$ cat src/rtl/voice_mixer.sv
// voice_mixer: sums masked voice samples one per clock, normalises, scales by a slewed master volume.
// Optional macro MIXER_SATURATE_EN: clip the voice sum at full scale instead of dividing by 2^(SW-AW).
package CONFIG;
  localparam int AUDIO_BIT_WIDTH = 16;
  localparam int PERCENT_WIDTH   = 8;
endpackage

package PARAMETER;
  typedef struct packed {
    logic [CONFIG::PERCENT_WIDTH-1:0] volume;
  } parameter_t;
endpackage

module voice_mixer #(
  parameter int VOICE_COUNT = 4,
  parameter int RAMP_STEP   = 1
) (
  input  logic                                                i_clock,
  input  logic                                                i_reset,
  input  PARAMETER::parameter_t                               i_parameters,
  input  logic                                                i_sample_tick,
  input  logic [VOICE_COUNT-1:0][CONFIG::AUDIO_BIT_WIDTH-1:0] i_voice_audios,
  input  logic [VOICE_COUNT-1:0]                              i_voice_active,
  output logic [CONFIG::AUDIO_BIT_WIDTH-1:0]                  o_audio_out,
  output logic                                                o_audio_valid,
  output logic                                                o_busy,
  output logic                                                o_overrun
);
  localparam int AW = CONFIG::AUDIO_BIT_WIDTH;
  localparam int PW = CONFIG::PERCENT_WIDTH;
  localparam int CW = (VOICE_COUNT > 1) ? $clog2(VOICE_COUNT) : 1;
  localparam int SW = AW + CW;
  localparam logic [31:0] STEP = 32'(RAMP_STEP);

  typedef enum logic [1:0] {S_IDLE, S_ACCUM, S_SCALE} state_t;

  state_t                         r_state;
  logic [VOICE_COUNT-1:0][AW-1:0] r_snap;
  logic [VOICE_COUNT-1:0]         r_snap_active;
  logic [SW-1:0]                  r_acc;
  logic [CW-1:0]                  r_idx;
  logic [PW-1:0]                  r_vol;
  logic [AW-1:0]                  r_out;
  logic                           r_valid;
  logic                           r_busy;
  logic                           r_overrun;

  logic [PW-1:0]    w_target;
  logic [PW-1:0]    w_vol_next;
  logic [31:0]      w_up_gap;
  logic [31:0]      w_dn_gap;
  logic [AW-1:0]    w_mixed;
  logic [AW+PW-1:0] w_product;
  logic [SW-1:0]    w_addend;

  assign w_target = i_parameters.volume;
  assign w_up_gap = 32'(w_target) - 32'(r_vol);
  assign w_dn_gap = 32'(r_vol) - 32'(w_target);

  // Step toward the target; a gap no larger than one step lands exactly on it.
  always_comb begin
    w_vol_next = w_target;
    if (RAMP_STEP != 0) begin
      if (w_target > r_vol && w_up_gap > STEP)
        w_vol_next = r_vol + STEP[PW-1:0];
      else if (w_target < r_vol && w_dn_gap > STEP)
        w_vol_next = r_vol - STEP[PW-1:0];
    end
  end

`ifdef MIXER_SATURATE_EN
  assign w_mixed = (|r_acc[SW-1:AW]) ? {AW{1'b1}} : r_acc[AW-1:0];
`else
  assign w_mixed = r_acc[SW-1 -: AW];
`endif

  assign w_product = (AW+PW)'(w_mixed) * (AW+PW)'(r_vol);
  assign w_addend  = r_snap_active[r_idx] ? SW'(r_snap[r_idx]) : '0;

  always_ff @(posedge i_clock) begin
    if (i_reset) begin
      r_state       <= S_IDLE;
      r_snap        <= '0;
      r_snap_active <= '0;
      r_acc         <= '0;
      r_idx         <= '0;
      r_vol         <= '0;
      r_out         <= '0;
      r_valid       <= 1'b0;
      r_busy        <= 1'b0;
      r_overrun     <= 1'b0;
    end else begin
      r_valid <= 1'b0;
      case (r_state)
        S_IDLE: begin
          if (i_sample_tick) begin
            r_snap        <= i_voice_audios;
            r_snap_active <= i_voice_active;
            r_acc         <= '0;
            r_idx         <= '0;
            r_vol         <= w_vol_next;
            r_busy        <= 1'b1;
            r_state       <= S_ACCUM;
          end
        end
        S_ACCUM: begin
          r_acc <= r_acc + w_addend;
          r_idx <= r_idx + 1'b1;
          if (r_idx == CW'(VOICE_COUNT-1))
            r_state <= S_SCALE;
        end
        S_SCALE: begin
          r_out   <= w_product[AW+PW-1 -: AW];
          r_valid <= 1'b1;
          r_busy  <= 1'b0;
          r_state <= S_IDLE;
        end
        default: begin
          r_busy  <= 1'b0;
          r_state <= S_IDLE;
        end
      endcase
      // Ticks arriving mid-pass are dropped but remembered.
      if (i_sample_tick && r_state != S_IDLE)
        r_overrun <= 1'b1;
    end
  end

  assign o_audio_out   = r_out;
  assign o_audio_valid = r_valid;
  assign o_busy        = r_busy;
  assign o_overrun     = r_overrun;

endmodule
$ cat config.mk
export PLATFORM = sky130hd
export DESIGN_NAME = voice_mixer
export DESIGN_NICKNAME = d
export VERILOG_FILES = /design/src/rtl/voice_mixer.sv
export SDC_FILE = /design/constraint.sdc
export NUM_CORES = 1
export LEC_CHECK = 0
export CORE_UTILIZATION = 30
export CTS_BUF_LIST = sky130_fd_sc_hd__clkbuf_8
export DETAILED_ROUTE_END_ITERATION = 10
export GPL_ROUTABILITY_DRIVEN = 0
export PLACE_DENSITY_LB_ADDON = 0.25
export SLEW_MARGIN = 20
export SYNTH_ARGS = -nofsm -noshare
export SYNTH_HDL_FRONTEND = slang
export SYNTH_SLANG_ARGS = --single-unit
$ cat constraint.sdc
create_clock -name i_clock -period 4.8 [get_ports i_clock]
set_input_delay 0.96 -clock i_clock [delete_from_list [all_inputs] [get_ports i_clock]]
set_output_delay 0.96 -clock i_clock [all_outputs]
set_load 0.02 [all_outputs]
# Word level (Yosys, flattened, before mapping)
# Index checks and enable logic that the tools add are counted.
# word_totals
regBits	117
output_inout_bits	19
word_cells	58
# classes
add_sub_neg	6
multipliers	1
order_cmp	5
n_eq_ne	5
n_mux	17
bitwise	1
reduce_logical	10
# ops
op	n
greater-than comparator 32 x 1 -> 1 bit (second input constant)	2
one-hot mux 18 bit (2 select lines)	1
binary-select mux 16 bit (select 2 bit)	1
2-to-1 mux 16 bit	2
multiplier 16 x 8 -> 24 bit	1
adder 18 x 16 -> 18 bit	1
2-to-1 mux 18 bit	1
subtractor 8 x 8 -> 9 bit	2
2-to-1 mux 8 bit	2
adder 8 x 1 -> 8 bit (second input constant)	1
greater-than comparator 8 bit	1
less-than comparator 8 bit	1
one-hot mux 2 bit (2 select lines)	2
AND reduction 2 bit	4
subtractor 8 x 1 -> 8 bit (second input constant)	1
2-to-1 mux 2 bit	3
equality test 2 bit (second input constant)	2
!= test 2 bit (second input constant)	2
nonzero test 2 bit	2
logical AND 1 bit	3
less-than comparator 2 x 3 -> 1 bit (second input constant)	1
2-to-1 mux 1 bit	3
adder 2 x 1 -> 2 bit (second input constant)	1
binary-select mux 1 bit (select 2 bit)	1
4 further kinds	4

# Longest topological paths before layout
# Gate-level depths: netlist of run 1.
# logic_depth
word_depth	5
ltp_mapped	20
ltp_nobuf	18

# Least setup slack after synthesis of run 1
# OpenSTA, ideal clock, no wires.
# synth_path
kind	register to register
start	register r_vol[6]
end	register r_out[14] (netlist: o_audio_out[14])
setup_time_ps	120
t_arrival_ps	4873
slack_ps	-194
stages_incl_launch_ff	19
path_buffers	2
synth_period_minus_slack_ps	4994
path_cell_list	dfxtp_1 > clkbuf_1 > clkbuf_1 > and2_1 > fa_1 > fa_1 > fa_1 > inv_1 > fa_1 > inv_1 > ha_1 > a21oi_1 > nor2b_1 > a21oi_1 > o2111ai_1 > a41o_1 > a221oi_1 > or4_1 > nand3_1
# synth_via
elab_chain_cells	1
# synth_lines
element	line_no	rtl
start: declaration	42	logic [PW-1:0] r_vol;
start signal: assignment	101	r_vol <= w_vol_next;
multiplier 16 x 8 -> 24 bit	77	assign w_product = (AW+PW)'(w_mixed) * (AW+PW)'(r_vol);
end signal: assignment	113	r_out <= w_product[AW+PW-1 -: AW];
end: declaration	43	logic [AW-1:0] r_out;
# Every way passes these cells.
# A chain may end at the register's enable or synchronous reset.

# Worst setup path after layout of run 1
# layout_path
start	register r_vol[6]
end	register r_out[13] (netlist: o_audio_out[13])
# The elaborated chain is that of the path after synthesis.

==> results.md, run 1 <==
- Netlist area before placement: 10300 sq um
- CTS tree: yes
- Antenna violations before repair: 0
- Synth cell count leaders: nand2_1 (216), a21oi_1 (131), inv_1 (125)
- Starting Density: 30.5%
- Die area: 34900 sq um
- Post-synthesis xor/xnor area fraction: 2.73%
- Final net count: 1598
- Clock transition at the registers of the reported paths: 0.09 ns
- Die height: 187 microns
- Cell count after synthesis: roughly 1200
- Vias: 8822
- Setup Crit Path Kind: flop to flop
- Grt total ovfl: 0
- Slew @ Worst Pin: between 0.8 and 0.9 ns
- Synth Flop Type: dfxtp_1
- Max_slew headroom: roughly 44%
- Top post-synthesis cells by area: dfxtp_1 (23%), fa_1 (17%), ha_1 (9.3%), nand2_1 (7.9%), and2_1 (6.7%)
- Hold Path Depth: 2
- RSZ-0062 raised after global routing: true
- DRC viols: 0
- Crit. End Element: flop
- GRT Util Overall: about 16%
- Adder-cell share of the synthesized area: 26.1%
- Hold worst-path end: o_audio_out[3]
- Final HPWL DP: 21100 microns
- Final WS setup: 0.150 ns
- Final setup viols: 0
- CTS Buffer Depth: 2
- Fin. Hold Viols: 0
- Synth top area share: a little under a quarter
- R2R Path Start: r_vol[6]
- Final worst clock skew: 0.0141 ns
- Min Clock Period, post-route: 4.65 ns
- Chip Width: 187 microns
- Worst vdd ir: 0.000164 V
- Number of enable flip-flop cells after synthesis: 0
- Most instantiated library cell after synthesis: nand2_1
- Htree depth: 4
- Cell count of the worst reg-to-reg path: 16
- Tcrit/Tclk final: between 90% and 100%
- Mux contribution to synthesized area: 4.23%
- Yosys warning total: 0
- Synth async-reset ratio: 0%
- Post-synthesis simple-gate area fraction: 22.5%
- Main combinational cell family by area after synthesis: adder cells
- Setup WS pre-CTS: -0.0435 ns
- WL/cell: around 15 microns
- Lkg Pwr: 0.00558 uW
- Dpl cells: 1781
- Yosys cell types: 68
- Antenna Violating Nets Remaining: 0
- 1st-iter DRT viols: 481
- Worst Path Required: between 5 and 6 ns
- Clk_lat worst skew: around 0.46 ns
- Synth Register Bits: 117
- FF-to-FF setup slack: 0.15 ns
- Max Cap Violations: 0
- I/O pins: 98
- Global-route wire length before repair: 45400 microns
- FMAX: 0.215 GHz
- Worst min path class: flop to flop
- Pwr per Cell Area: about 210 nW/um^2
- Cts bufs inserted: 17
- Slew Viols, Final: 0
- WP data arrival: slightly above 5 ns
- Reg2reg end: o_audio_out[13]
- Synth Area per Inst: 8.29 sq um
- Layout area overhead: 24.0%
- Setup TNS: 0 ns
- Number of diodes: 0
- Clock Sinks: 117
- Final Util: 37.8%
- Beginning of the worst hold path: o_audio_out[3]
- Fin area: 12700 sq um
- Largest net degree at the start of global routing: 69
- Vias/cell: 4.85
- Vias in the first global route: between 9000 and 10000
- Area fraction in compound gates after synthesis: between 10 and 15%
- Cell Rows: 67
- Dpl cell area: 12000 sq um
- Root buffer cell: clkbuf_8
- Non-Filler Instances: around 1800
- Status: finished clean
- Crit Path Max Fanout: 6
- Core Box Area: around 34000 sq um
- Final wirelength: 27000 microns
- Layout cell share with drive strength beyond 1: 14.2%
- Pre-antenna DRT Iters: 5
- IO Port Bufs: 97
- Register area share after synthesis: 22.8%
- CP Launch Type: flop
- Synth area leader: dfxtp_1
- Syn_nets: 1477
==> how the worst max path moves through the flow <==
stage	from	to	cells after the start
5_1_grt	r_acc[4]	o_audio_out[13]	17
4_1_cts	r_acc[3]	o_audio_out[13]	18
3_5_place_dp	r_acc[3]	o_audio_out[13]	18
3_3_place_gp	r_vol[2]	o_audio_out[13]	20
6_report	r_vol[6]	o_audio_out[13]	16
2_1_floorplan	r_vol[4]	o_audio_out[13]	19
==> metal layers <==
| layer | track usage (%) | part of all wire, % |
|---|---|---|
| met1 | 20.0 | 45 |
| met2 | 27.7 | 49 |
| met3 | 2.29 | 3.4 |
| met4 | 5.61 | 2.4 |
| met5 | 0 | 0 |
==> state kept, by name (all words and copies together) (netlist names), 2 cells and up <==
register / cells
r_snap: 64
r_acc: 18
o_audio_out: 16
r_vol: 8
r_snap_active: 4
r_idx: 2
r_state: 2
==> final cells by class <==
cell class	count	area, sq um
clock buffers	17	234
clock inverters	15	123
fillers	3434	20900
inverters	126	473
multi-input cells	926	7400
flip-flops and latches	117	2380
well taps	448	561
repair buffers	169	1540
==> metrics by stage <==
step	power [uW]	hold WS, ns
floorplan	1610	0.433
global placement	1880	0.440
detailed placement	1890	0.446
CTS	2740	0.457
global route	2880	0.470
finish	2720	0.453
==> worst max-delay path: stages, from the launching register on <==
cell and delay, ns:
dfxtp_4 0.37, buf_4 0.14, and2_1 0.16, fa_1 0.49
fa_1 0.53, fa_1 0.54, inv_1 0.05, fa_1 0.52
inv_1 0.06, ha_4 0.28, and3_4 0.20, nand3_4 0.08
o2111ai_4 0.23, a41o_1 0.30, a31oi_1 0.11, or4_1 0.40
nand3_1 0.10
==> cell usage in the layout, fill, tap and decap left out, types with 9 or more instances in the layout <==
master,n
a31oi_1,10
and3_1,9
nor2b_1,19
inv_1,119
xor2_1,10
buf_4,68
clkbuf_8,17
nand3_1,29
nand2_1,214
ha_1,68
xnor2_1,22
a21oi_1,125
fa_1,84
dfxtp_1,102
dfxtp_2,9
clkdlybuf4s50_1,96
and2_1,103
o21ai_0,15
a21o_1,13
nor2_1,33
mux4_2,16
nor3_1,9
==> report_power, final <==
part           switching (uW)  internal [uW]  total [uW]
clock                     474            369         843
combinational             456            344         800
sequential               55.4           1030        1080
total                     986           1740        2720
==> cell families after synthesis <==
logic type	after synthesis
AO/OA/AOI/OAI	241
buffers and inverters	193
XOR/XNOR	32
AND/OR/NAND/NOR	468
flip-flops	117
multiplexers	23
adder cells (fa/ha/maj)	162
==> repair_timing <==
item	4_1_cts	5_1_grt
endpoints found under the setup margin	3	12
gates resized for setup	1	70
hold buffers	0	0
endpoints found under the hold margin	0	0
cloned	0	0
setup buffers	1	4
pin swaps	2	20
No activity file was read; power rests on OpenSTA's default activity.
==> inputs of run 2 (changes only) <==
--- a/config.mk
+++ b/config.mk
@@ -9,7 +9,7 @@
 export CTS_BUF_LIST = sky130_fd_sc_hd__clkbuf_8
 export DETAILED_ROUTE_END_ITERATION = 10
 export GPL_ROUTABILITY_DRIVEN = 0
-export PLACE_DENSITY_LB_ADDON = 0.25
+export PLACE_DENSITY = 0.48
 export SLEW_MARGIN = 20
 export SYNTH_ARGS = -nofsm -noshare
 export SYNTH_HDL_FRONTEND = slang
==> results.md, run 2 (same netlist as run 1, synthesis figures left out) <==
- Crit. End Element: flop
- WL/cell: 15.2 microns
- I/O pins: 98
- Final HPWL DP: 21700 microns
- Tcrit/Tclk final: 96.7%
- CTS Buffer Depth: 2
- Global-route wire length before repair: 47300 microns
- Crit Path Max Fanout: 8
- Final net count: between 1500 and 2000
- Vias: 8741
- Cell Rows: 67
- Chip Width: 187 microns
- Setup TNS: 0 ns
- Die height: 187 microns
- CP Launch Type: flop
- Slowest-stage cell, CP: fa_1
- Vias in the first global route: 9337
- FMAX: 0.215 GHz
- 1st-iter DRT viols: 403
- Setup Crit Path Kind: flop to flop
- Worst min path class: flop to flop
- CP Cell Sequence: buf_6 -> and2_1 -> fa_1 -> fa_2 -> fa_1 -> inv_1 -> fa_1 -> inv_1 -> ha_2 -> a21oi_2 -> o21bai_1 -> or3_1 -> a41o_1 -> buf_6 -> a221oi_4 -> or4_1 -> nand3_1
- CP most frequent cell: fa_1
- Min Clock Period, post-route: ~4.6 ns
- Lkg Pwr: 0.00557 uW
- Layout area overhead: 25.0%
- Commonest non-fill, non-tap cell in the layout: nand2_1
- Final worst clock skew: 0.0141 ns
- Non-Filler Instances: 1820
- Layout cell share with drive strength beyond 1: 15.5%
- CP Buf/Inv Count: 4
- Final wirelength: 27700 microns
- Cts bufs inserted: 17
- Hold_ws: 0.451 ns
- Worst vdd ir: about 0.00013 V
- Pwr per Cell Area: 213 nW/um^2
- Slew @ Worst Pin: between 0.8 and 0.9 ns
- Antenna Violating Nets Remaining: 0
- Starting Density: 30.5%
- Biggest register: r_snap
- Max Cap Violations: 0
- Slew Viols, Final: 0
- CP delay by family, top: adder cells
- Cell count of the worst reg-to-reg path: 17
- Pre-antenna DRT Iters: 4
- CTS tree: yes
- Levels on crit path: 17
- Status: finished clean
- Htree depth: 4
- Max_slew headroom: around 43%
- Max reg flops: 64
- Clock Sinks: 117
- Final setup viols: 0
- GRT Util Overall: 16.6%
- CP max stage delay: 0.57 ns
- Vias/cell: slightly below 5
- DRC viols: 0
- Clk_lat worst skew: 0.45 ns
- Grt total ovfl: 0
- Root buffer cell: clkbuf_8
- Number of diodes: 0
- Dpl cells: around 1800
- WP data arrival: between 4 and 5 ns
- Antenna violations before repair: 0
- Fin. Hold Viols: 0
- Worst Path Required: 5.13 ns
- Die area: 34900 sq um
- IO Port Bufs: 97
- Clock transition at the registers of the reported paths: 0.08 ns
- Most frequent cells in the layout: nand2_1 (213), a21oi_1 (127), inv_1 (113), and2_1 (102), dfxtp_1 (98)
- Hold Path Depth: 2
- Largest net degree at the start of global routing: 73
- Core Box Area: 33600 sq um
## run 2: cell types whose count changed in the layout (fill, tap and decap cells not counted), sizes merged
cell,change
clkinvlp,-1
clkbuf,+1
clkinv,+1
buf,+2
inv,-1
## run 2: power by group
group	internal, uW	switching [uW]
registers	1030	52.5
clock network	384	466
logic	347	460
total	1760	978
## run 2: per-layer routing
layer / track usage (%) / share of wire, %
met1: 21.7 / 47
met2: 28.3 / 48
met3: 2.46 / 3.3
met4: 5.01 / 1.8
met5: 0 / 0
## run 2: tightest hold or removal path: stages, from the launching register on
cell and delay [ns]:
dfxtp_1 0.31, nand2_1 0.05, a21oi_1 0.05
## run 2: area by class of cell
type                            count  area (sq um)
Tap cell                          448           561
Fill cell                        3445         20800
Clock inverter                     14           118
Inverter                          126           473
Multi-Input combinational cell    926          7450
Sequential cell                   117          2390
Clock buffer                       18           248
Timing Repair Buffer              171          1580
## run 2: worst paths after layout
| check | slack, ns | start | to |
|---|---|---|---|
| setup / recovery | 0.16 | r_vol[2] | o_audio_out[14] |
| hold / removal | 0.45 | o_audio_out[6] | o_audio_out[6] |
| setup reg to reg | 0.16 | r_vol[2] | o_audio_out[14] |
| hold reg to reg | 0.45 | o_audio_out[6] | o_audio_out[6] |
## run 2: metrics by stage
stage               util (%)  cell area (sq um)  setup slack (ns)  power (uW)
floorplan                  -              10300           0.00402        1610
global placement        35.9              12100            0.0125        1890
detailed placement      35.9              12100           -0.0574        1890
CTS                     37.1              12500            0.0112        2750
global route            38.1              12800           -0.0329        2910
finish                  38.1              12800             0.157        2740
## run 2: repair_timing
item                       CTS  global route
resized for setup            4            89
setup endpoints to repair    3            10
pin swaps                    2            52
cloned                       0             0
hold buffers                 0             0
buffers inserted             1             6
==> inputs of run 3 (changes only) <==
--- a/config.mk
+++ b/config.mk
@@ -10,6 +10,7 @@
 export DETAILED_ROUTE_END_ITERATION = 10
 export GPL_ROUTABILITY_DRIVEN = 0
 export PLACE_DENSITY = 0.48
+export SKIP_CTS_REPAIR_TIMING = 1
 export SLEW_MARGIN = 20
 export SYNTH_ARGS = -nofsm -noshare
 export SYNTH_HDL_FRONTEND = slang
==> results.md, run 3 (same netlist as run 1, synthesis figures left out) <==
- Dpl cell area: approximately 12000 sq um
- Clk_lat worst skew: 0.45 ns
- CTS Buffer Depth: 2
- CP max stage delay: 0.57 ns
- Cts bufs inserted: 17
- Final net count: 1599
- Final wirelength: 27700 microns
- Slowest-stage cell, CP: fa_1
- Fin. Hold Viols: 0
- Root buffer cell: clkbuf_8
- Sw Ratio: a little over a third
- Slew Viols, Final: 0
- Vias in the first global route: 9322
- CTS tree: yes
- Grt total ovfl: 0
- CP Buf/Inv Count: 4
- Fillers: 3444
- Max_slew headroom: 43.9%
- Combinational Power Share: between 20% and 30%
- Final WS setup: about 0.17 ns
- Non-Filler Instances: roughly 1800
- Worst Path Required: 5.13 ns
- Starting Density: between 30% and 40%
- GRT Util Overall: between 15 and 20%
- Setup WS pre-CTS: -0.0574 ns
- 1st-iter DRT viols: 384
- Crit. End Element: flop
- Antenna violations before repair: 0
- Global-route wire length before repair: between 40000 and 50000 microns
- Biggest register: r_snap
- IO Port Bufs: 97
- NetSw: 979 uW
- Clock Power Share: between 30% and 40%
- DRC viols: 0
- CP Cell Sequence: buf_6 -> and2_1 -> fa_1 -> fa_2 -> fa_1 -> inv_1 -> fa_1 -> inv_1 -> ha_2 -> a21oi_2 -> o21bai_1 -> or3_1 -> a41o_1 -> buf_6 -> a221oi_4 -> or4_1 -> nand3_1
- Pre-antenna DRT Iters: 5
- CP delay by family, top: adder cells
- Lkg Pwr: 0.00557 uW
- WL/cell: 15.2 microns
- Final worst clock skew: 0.0136 ns
- Tcrit/Tclk final: 96.4%
- Chip Width: around 190 microns
- Worst min path class: flop to flop
- Layout cell share with drive strength beyond 1: 15.2%
- Vias: 8744
- Multi-input logic area: 7430 sq um
- CP Launch Type: flop
- FMAX: 0.216 GHz
- Clock transition at the registers of the reported paths: 0.08 ns
- Status: finished clean
- Register Area: roughly 2400 sq um
- Min Clock Period, post-route: 4.63 ns
- Hold_ws: 0.451 ns
- Number of diodes: 0
- Cell count of the worst reg-to-reg path: 17
- Crit Path Max Fanout: 8
- Die area: approximately 35000 sq um
- Crit path from: r_vol[2]
- CP most frequent cell: fa_1
- I/O pins: 98
- Vias/cell: 4.81
- Reg2reg end: o_audio_out[14]
- Setup Crit Path Kind: flop to flop
- Levels on crit path: 17
- Final HPWL DP: 21700 microns
- Max Cap Violations: 0
- Fin area: 12800 sq um
- R2R Path Start: r_vol[2]
- Max reg flops: 64
- Reg power frac: 39.4%
- Hold Path Depth: 2
- Commonest non-fill, non-tap cell in the layout: nand2_1
- WP data arrival: a little under 5 ns
- Dpl cells: 1782
- Slew @ Worst Pin: 0.841 ns
- Pwr per Cell Area: ~210 nW/um^2
- Clock Sinks: 117
- Cell-internal power: 1760 uW
- Htree depth: 4
- Core Box Area: 33600 sq um
- Most frequent cells in the layout: nand2_1 (213), a21oi_1 (127), inv_1 (113), and2_1 (102), dfxtp_1 (98)
- Antenna Violating Nets Remaining: 0
- Final setup viols: 0
- FF-to-FF setup slack: 0.17 ns
- Layout area overhead: 24.7%
- Worst vdd ir: 0.000129 V
- Die height: 187 microns
- Critical path capture point: o_audio_out[14]
- Largest net degree at the start of global routing: 73
- Cell Rows: 67
## run 3: area by class of cell
class	instances	area share [%]
Multi-Input combinational cell	926	58.1
Clock buffer	18	1.94
Sequential cell	117	18.7
Tap cell	448	4.38
Clock inverter	14	0.920
Timing Repair Buffer	170	12.3
Inverter	126	3.70
## run 3: worst register-to-register path, stage by stage, from the launching register on
cell and delay [ns]:
dfxtp_4 0.37, buf_6 0.14, and2_1 0.17, fa_1 0.57, fa_2 0.45, fa_1 0.55
inv_1 0.05, fa_1 0.52, inv_1 0.04, ha_2 0.19, a21oi_2 0.12, o21bai_1 0.09
or3_1 0.34, a41o_1 0.26, buf_6 0.14, a221oi_4 0.28, or4_1 0.15, nand3_1 0.06
## run 3: power groups by stage
| stage | combinational [uW] | clock (uW) | sequential [uW] |
|---|---|---|---|
| 6_report | 807 | 851 | 1080 |
| 5_1_grt | 891 | 930 | 1090 |
| 4_1_cts | 791 | 887 | 1070 |
| 3_5_place_dp | 788 | 0 | 1100 |
| 3_3_place_gp | 792 | 0 | 1100 |
| 2_1_floorplan | 539 | 0 | 1070 |
## run 3: layer usage
metal  track usage, %  part of all wire, %  up-vias
met5                0                    0        -
met4             5.01                  2.0        0
li1                 -                    -     4348
met1             21.7                   47     4209
met2             28.3                   48      159
met3             2.46                  3.1       28
## run 3: how the worst min path moves through the flow
stage,start,end
3_3_place_gp,o_overrun,o_overrun
5_1_grt,r_snap[16],r_snap[16]
6_report,o_overrun,o_overrun
4_1_cts,o_overrun,o_overrun
3_5_place_dp,o_overrun,o_overrun
2_1_floorplan,r_snap_active[1],r_snap_active[1]
## run 3: metrics by stage
stage / utilization [%] / setup TNS [ns] / total power [uW]
2_1_floorplan: - / 0 / 1610
3_3_place_gp: 35.9 / 0 / 1890
3_5_place_dp: 35.9 / -0.102 / 1890
4_1_cts: 37.0 / -0.0879 / 2750
5_1_grt: 38.0 / -0.0784 / 2910
6_report: 38.0 / 0 / 2740
